### config.mk
export PLATFORM = sky130hd
export DESIGN_NAME = seq_divider
export DESIGN_NICKNAME = d
export VERILOG_FILES = /design/src/rtl/seq_divider.sv
export SDC_FILE = /design/constraint.sdc
export NUM_CORES = 1
export LEC_CHECK = 0
export BUFFER_PORTS_ARGS = -buffer_cell sky130_fd_sc_hd__buf_2
export CAP_MARGIN = 10
export CELL_PAD_IN_SITES_DETAIL_PLACEMENT = 1
export CELL_PAD_IN_SITES_GLOBAL_PLACEMENT = 2
export CORE_MARGIN = 2
export CORE_UTILIZATION = 36
export CTS_CLUSTER_SIZE = 12
export DETAILED_ROUTE_END_ITERATION = 7
export PLACE_DENSITY = 0.81
export SYNTH_ARGS = -nofsm -noshare
export SYNTH_HDL_FRONTEND = slang
export SYNTH_SLANG_ARGS = --single-unit
### constraint.sdc
create_clock -name clk -period 2.5 [get_ports clk]
set_input_delay 0.25 -clock clk [delete_from_list [all_inputs] [get_ports clk]]
set_output_delay 0.25 -clock clk [all_outputs]
set_load 0.01 [all_outputs]
### src/rtl/seq_divider.sv
// Sequential unsigned restoring divider: one quotient bit per clock.
// Start accepted in IDLE or DONE; quotient/remainder/div_by_zero update only on entry to DONE.
module seq_divider #(
    parameter int unsigned dw = 8
) (
    input  logic          clk,
    input  logic          reset_n,
    input  logic          start,
    input  logic [dw-1:0] dividend,
    input  logic [dw-1:0] divisor,
    output logic          busy,
    output logic          done,
    output logic [dw-1:0] quotient,
    output logic [dw-1:0] remainder,
    output logic          div_by_zero
);

    localparam int unsigned CW = $clog2(dw);

    localparam logic [1:0] S_IDLE = 2'd0;
    localparam logic [1:0] S_RUN  = 2'd1;
    localparam logic [1:0] S_DONE = 2'd2;

    logic [1:0]    state_q, state_d;
    logic [dw-1:0] a_q, a_d;
    logic [dw-1:0] b_q, b_d;
    // The stored partial remainder is always below the divisor, so its top bit is
    // implicitly zero; the full dw+1-bit value exists only as p_shift below.
    logic [dw-1:0] p_q, p_d;
    logic [CW-1:0] cnt_q, cnt_d;
    logic [dw-1:0] quotient_q, quotient_d;
    logic [dw-1:0] remainder_q, remainder_d;
    logic          div_by_zero_q, div_by_zero_d;
    logic          busy_q, busy_d;
    logic          done_q, done_d;

    logic [dw:0]   p_shift;
    logic [dw-1:0] p_sub;
    logic [dw-1:0] p_step;
    logic [dw-1:0] a_next;
    logic          ge;

    // One restoring step: shift in the next dividend bit, subtract if it fits.
    always_comb begin
        p_shift = {p_q, a_q[dw-1]};
        ge      = (p_shift >= {1'b0, b_q});
        p_sub   = p_shift[dw-1:0] - b_q;
        p_step  = ge ? p_sub : p_shift[dw-1:0];
        a_next  = {a_q[dw-2:0], ge};
    end

    always_comb begin
        state_d       = state_q;
        a_d           = a_q;
        b_d           = b_q;
        p_d           = p_q;
        cnt_d         = cnt_q;
        quotient_d    = quotient_q;
        remainder_d   = remainder_q;
        div_by_zero_d = div_by_zero_q;

        case (state_q)
            S_IDLE, S_DONE: begin
                state_d = S_IDLE;
                if (start) begin
                    a_d   = dividend;
                    b_d   = divisor;
                    p_d   = '0;
                    cnt_d = '0;
                    if (divisor != '0) begin
                        state_d = S_RUN;
                    end else begin
                        state_d       = S_DONE;
                        quotient_d    = '1;
                        remainder_d   = dividend;
                        div_by_zero_d = 1'b1;
                    end
                end
            end
            S_RUN: begin
                a_d   = a_next;
                p_d   = p_step;
                cnt_d = cnt_q + CW'(1);
                if (cnt_q == CW'(dw - 1)) begin
                    state_d       = S_DONE;
                    quotient_d    = a_next;
                    remainder_d   = p_step;
                    div_by_zero_d = 1'b0;
                end
            end
            default: state_d = S_IDLE;
        endcase

        busy_d = (state_d == S_RUN);
        done_d = (state_d == S_DONE);
    end

    always_ff @(posedge clk or negedge reset_n) begin
        if (!reset_n) begin
            state_q       <= S_IDLE;
            a_q           <= '0;
            b_q           <= '0;
            p_q           <= '0;
            cnt_q         <= '0;
            quotient_q    <= '0;
            remainder_q   <= '0;
            div_by_zero_q <= 1'b0;
            busy_q        <= 1'b0;
            done_q        <= 1'b0;
        end else begin
            state_q       <= state_d;
            a_q           <= a_d;
            b_q           <= b_d;
            p_q           <= p_d;
            cnt_q         <= cnt_d;
            quotient_q    <= quotient_d;
            remainder_q   <= remainder_d;
            div_by_zero_q <= div_by_zero_d;
            busy_q        <= busy_d;
            done_q        <= done_d;
        end
    end

    assign busy        = busy_q;
    assign done        = done_q;
    assign quotient    = quotient_q;
    assign remainder   = remainder_q;
    assign div_by_zero = div_by_zero_q;

endmodule

== After elaboration in Yosys (flattened, before gate mapping) ==
Cells that the tools add are included.
Word-level totals
  register bits after elaboration: 48
  input port bits: 19
  output and inout port bits: 19
  word-level logic and storage cells: 51
Cells by class
  add/subtract/negate cells: 2
  order comparisons: 1
  equality and inequality tests: 8
  muxes and demuxes: 23
  reductions and logical operators: 7
Operator list (count)
  8-bit two-way mux: 9
  8-bit case mux with 2 select lines: 4
  9-bit by 8-bit greater-or-equal comparator with 1-bit output: 1
  8-bit nonzero test: 1
  8-bit subtractor: 1
  2-bit two-way mux: 3
  2-bit inequality test (second input constant): 3
  3-bit case mux with 2 select lines: 1
  2-bit by 1-bit == test with 1-bit output (second input constant): 2
  2-bit == test (second input constant): 2
  2-bit case mux with 2 select lines: 1
  2-bit AND reduction: 2
  4-bit AND reduction: 1
  3-bit by 1-bit adder with 3-bit output (second input constant): 1
  3-bit == test (second input constant): 1
  1-bit two-way mux: 3
  3-bit two-way mux: 1
  2-bit logical NOT: 1
  1-bit case mux with 2 select lines: 1
  2-bit nonzero test: 1
  2-bit OR reduction: 1

== Depth between registers and ports, before layout ==
  depth in word-level cells: 5
  gate-level depth with buffers: 9
  mapped depth without buffers: 9

== Worst setup path before layout ==
OpenSTA, ideal clock, no wires.
  kind: register to register
  start: register p_q[3]
  end: register remainder_q[2], in the netlist remainder[2]
  setup time: 0.073 ns
  data arrival time: 1.833 ns
  data required time: 2.427 ns
  setup slack: 0.594 ns
  cell stages (with the launch flop): 8
  path buffers: 0
  clock period less this slack: 1.906 ns
  cell sequence: dfrtp_1 > ha_1 > a21oi_2 > and2_4 > nand2_4 > o22ai_4 > mux2_4 > a21oi_2
On the way
  cells in the longest elaborated chain, start to end: 4
Ends and longest elaborated chain
  start, declared: RTL line 29  | logic [dw-1:0] p_q, p_d;
  start signal, assigned: RTL line 114  | p_q <= p_d;
  9-bit by 8-bit greater-or-equal comparator with 1-bit output: RTL line 46  | ge = (p_shift >= {1'b0, b_q});
  8-bit two-way mux: RTL line 48  | p_step = ge ? p_sub : p_shift[dw-1:0];
  8-bit two-way mux: RTL line 84  | if (cnt_q == CW'(dw - 1)) begin
  8-bit case mux with 2 select lines: RTL line 62  | case (state_q)
  end signal, assigned: RTL line 117  | remainder_q <= remainder_d;
  end, declared: RTL line 32  | logic [dw-1:0] remainder_q, remainder_d;
Every way passes these cells. The select of a mux whose other input is x is not followed.
A chain may end at the register's enable or synchronous reset.

== Worst setup path in the final report ==
  start: register p_q[3]
  end: register remainder_q[7], in the netlist remainder[7]
On the way
  cells in the longest elaborated chain, start to end: 4
  elaborated cells between the ends (all ways): 5
  those cells by class: add/sub (1); order compare (1); mux (3)
Ends and longest elaborated chain (RTL line)
  8-bit subtractor / 9-bit by 8-bit greater-or-equal comparator with 1-bit output (equally long branches): 47, 46
  8-bit two-way mux (*): 48
  8-bit two-way mux (*): 84
  8-bit case mux with 2 select lines (*): 62
Mark *: on every way between the ends. The rest lies on a longest branch, timed or not. The select of a mux whose other input is x is not followed.

==> results.json <==
{
  "min_path_cells": 3,
  "die_x_um": 87.6,
  "yosysMostFrequentCell": "dfrtp_1",
  "setup_violations": 0,
  "path_max_fanout": 5,
  "cts.repair.resized": 0,
  "cpLargestDelayFamily": "simple AND/OR/NAND/NOR gates",
  "syn_nets": 283,
  "clock_path_buffers": 2,
  "max-cap-violations": 0,
  "num_vias": 1951,
  "nFillCells": 812,
  "antenna_found_initial": 0,
  "worstReg2RegStart": "p_q[3]",
  "leakagePower_nw": 1.29,
  "ys_top_cells_by_area": "dfrtp_1 48%, nand2_1 6.0%, ha_1 5.0%, nor2_1 3.9%, a21oi_1 3.0%",
  "start_kind": "flip-flop",
  "die_h_um": 87.6,
  "htreeDepth": 2,
  "status": "finished, final reports clean",
  "synth_top_cells_by_count": "48 x dfrtp_1, 40 x nand2_1, 26 x nor2_1",
  "grt_pass1_vias": 2044,
  "r2r_slack_ns": 0.29,
  "seqCellArea_mm2": 0.00120,
  "cts_sinks": 48,
  "synthSimpleGateAreaFrac": 0.172,
  "synth_top_area_frac": 0.477,
  "max-vdd-ir-drop_mv": 0.465,
  "hold_viol": 0,
  "hpwlAfterDp_mm": 4.67,
  "yosys.area_share.xor_xnor": 0.0139,
  "reg2reg_to": "remainder[7]",
  "globalplace.congestion": 0.787,
  "worst_path_max_delay_cell": "nor4bb_1",
  "end_kind": "flip-flop",
  "cts_tree": "yes",
  "cp.arrival_ns": 2.43,
  "post_cts_buffers": 0,
  "post-route-period-util": 0.883,
  "multi_input_area_mm2": 0.00117,
  "postCtsHoldBufs": 1,
  "drtIter0Drc": 91,
  "maxSlewViolCount": 0,
  "powerDensity_mw_per_mm2": 1620,
  "synth_flop_cell": "dfrtp_1",
  "cts-buffers-inserted": 5,
  "grt_first_pass_wirelength_mm": 10.4,
  "wl_mm": 6.19,
  "rows": 30,
  "drc": 0,
  "rsz0062_at_grt": "no",
  "grt_max_degree": 30,
  "port_buffers": 37,
  "synth_edf_count": 0,
  "area_growth_pct": 15.0,
  "dp.cells": 380,
  "min_period_ns": 2.21,
  "cp_cell_sequence": "ha_1 -> nand3_2 -> o21bai_4 -> nand4_1 -> nor4bb_1 -> mux2i_1 -> a31oi_1",
  "total_power_mw": 4.70,
  "ys_seq_area_frac": 0.477,
  "async_flop_share": 1.00,
  "synth_seq_cells": 48,
  "cts_root_buffer": "clkbuf_8",
  "worst_pin_slew_ns": 0.597,
  "yosys_warnings": 0,
  "synth_mux_area_frac": 0.0338,
  "syn_inst": 253,
  "initial_utilization": 0.371,
  "netlist_area_mm2": 0.00252,
  "via_per_inst": 5.03,
  "tns_ns": 0,
  "synth_compound_area_frac": 0.186,
  "hold_path_class": "input port to flip-flop",
  "synth_top_family_by_area": "compound AO/OA/AOI/OAI gates",
  "final_nets": 322,
  "avgSynthCellArea_um2": 9.95,
  "top_level_ports": 38,
  "yosys.area_share.adder": 0.0577,
  "fin_util": 0.426,
  "dr.pass1.iters": 4,
  "crit_type": "flip-flop to flip-flop",
  "fin_cells": 388,
  "core_area_mm2": 0.00679,
  "finalClockSkew_ns": 0.0123,
  "path_clk_slew_ns": 0.09,
  "insertedDiodeCount": 0,
  "cp.required_ns": 2.72,
  "dieArea_mm2": 0.00768,
  "drtAntennaViolNets": 0,
  "synth_cell_type_count": 52,
  "drive_above_1_share": 0.253,
  "min_to": "b_q[3]",
  "fmax_mhz": 453,
  "crit_buf_inv": 0,
  "clk_latency_ns": 0.30,
  "grt-ovfl-total": 0,
  "yosysTopAreaCell": "dfrtp_1",
  "wl_per_cell_um": 16.0,
  "worstHoldStart": "divisor[3]",
  "slew_headroom": 0.597,
  "ff2ff_path_depth": 7,
  "grt.total_usage": 0.176,
  "cpPeakStageDelay_ns": 0.46
}
power by group:
| part | total [mW] | switching, mW | internal (mW) | leakage (nW) |
|---|---|---|---|---|
| clock network | 0.481 | 0.259 | 0.221 | 0.0473 |
| logic | 2.86 | 1.60 | 1.26 | 0.699 |
| registers | 1.36 | 0.207 | 1.15 | 0.546 |
| total | 4.70 | 2.07 | 2.63 | 1.29 |
worst max-delay path by stage:
stage	startpoint	to	slack [ns]	cells past startpoint
after CTS	p_q[3]	remainder[4]	0.29	7
final	p_q[3]	remainder[7]	0.29	7
after global placement	p_q[3]	remainder[4]	0.34	7
after detailed placement	b_q[4]	remainder[4]	0.32	8
after global routing	p_q[2]	remainder[7]	0.16	7
after floorplan	p_q[3]	remainder[2]	0.59	7
cells by family (layout without fill, tap and decap cells):
kind of cell / after synthesis / after routing
mux: 7 / 7
xor+xnor: 4 / 4
fa+ha+maj: 11 / 11
flops: 48 / 48
compound gates: 69 / 69
simple gates: 89 / 89
buf+inv: 25 / 64
worst register-to-register path: cells and delay by family (launching register included):
| family | cells | cell delay, ns |
|---|---|---|
| AND/OR/NAND/NOR | 3 | 0.69 |
| flip-flops | 1 | 0.42 |
| AO/OA/AOI/OAI | 2 | 0.42 |
| adder cells (fa/ha/maj) | 1 | 0.41 |
| multiplexers | 1 | 0.19 |
metal layers:
layer  up-vias  part of all wire  track usage
met3         4             0.036       0.0311
met4         0            0.0055       0.0350
met2        45              0.49        0.295
met5         -                 0            0
met1       957              0.47        0.242
li1        945                 -            -
state kept, by name, indices dropped and copies added (netlist names):
signal and count:
a_q 8, b_q 8, p_q 8, quotient 8, remainder 8, cnt_q 3
state_q 2, busy 1, div_by_zero 1, done 1
stage by stage:
| step | hold slack [ns] | cell area [um^2] | setup slack, ns |
|---|---|---|---|
| global placement | 0.224 | 2790 | 0.339 |
| detailed placement | 0.233 | 2790 | 0.319 |
| finish | 0.186 | 2900 | 0.294 |
| global route | 0.200 | 2900 | 0.162 |
| floorplan | -0.0456 | 2520 | 0.594 |
| CTS | 0.184 | 2900 | 0.290 |
area by class of cell:
| class | instances | share of cell area |
|---|---|---|
| clock buffers | 6 | 0.0285 |
| clock inverters | 1 | 0.00303 |
| inverters | 13 | 0.0259 |
| multi-input cells | 180 | 0.403 |
| flip-flops and latches | 48 | 0.415 |
| well taps | 96 | 0.0415 |
| repair buffers | 44 | 0.0830 |
layout by cell type, fill, tap and decap left out, types with 4 or more instances in the layout:
cell type  netlist  routed
clkbuf_8         0       6
buf_2            1      37
a21oi_1         15      15
o21ai_0         15      15
nor2_1          26      26
ha_1            10      10
buf_4            0       6
nand2_1         40      40
o21ai_1          5       5
a31oi_1         11      11
inv_1           11      11
dfrtp_1         48      48
mux2i_1          4       4
Power figures use the tool's default switching activity.
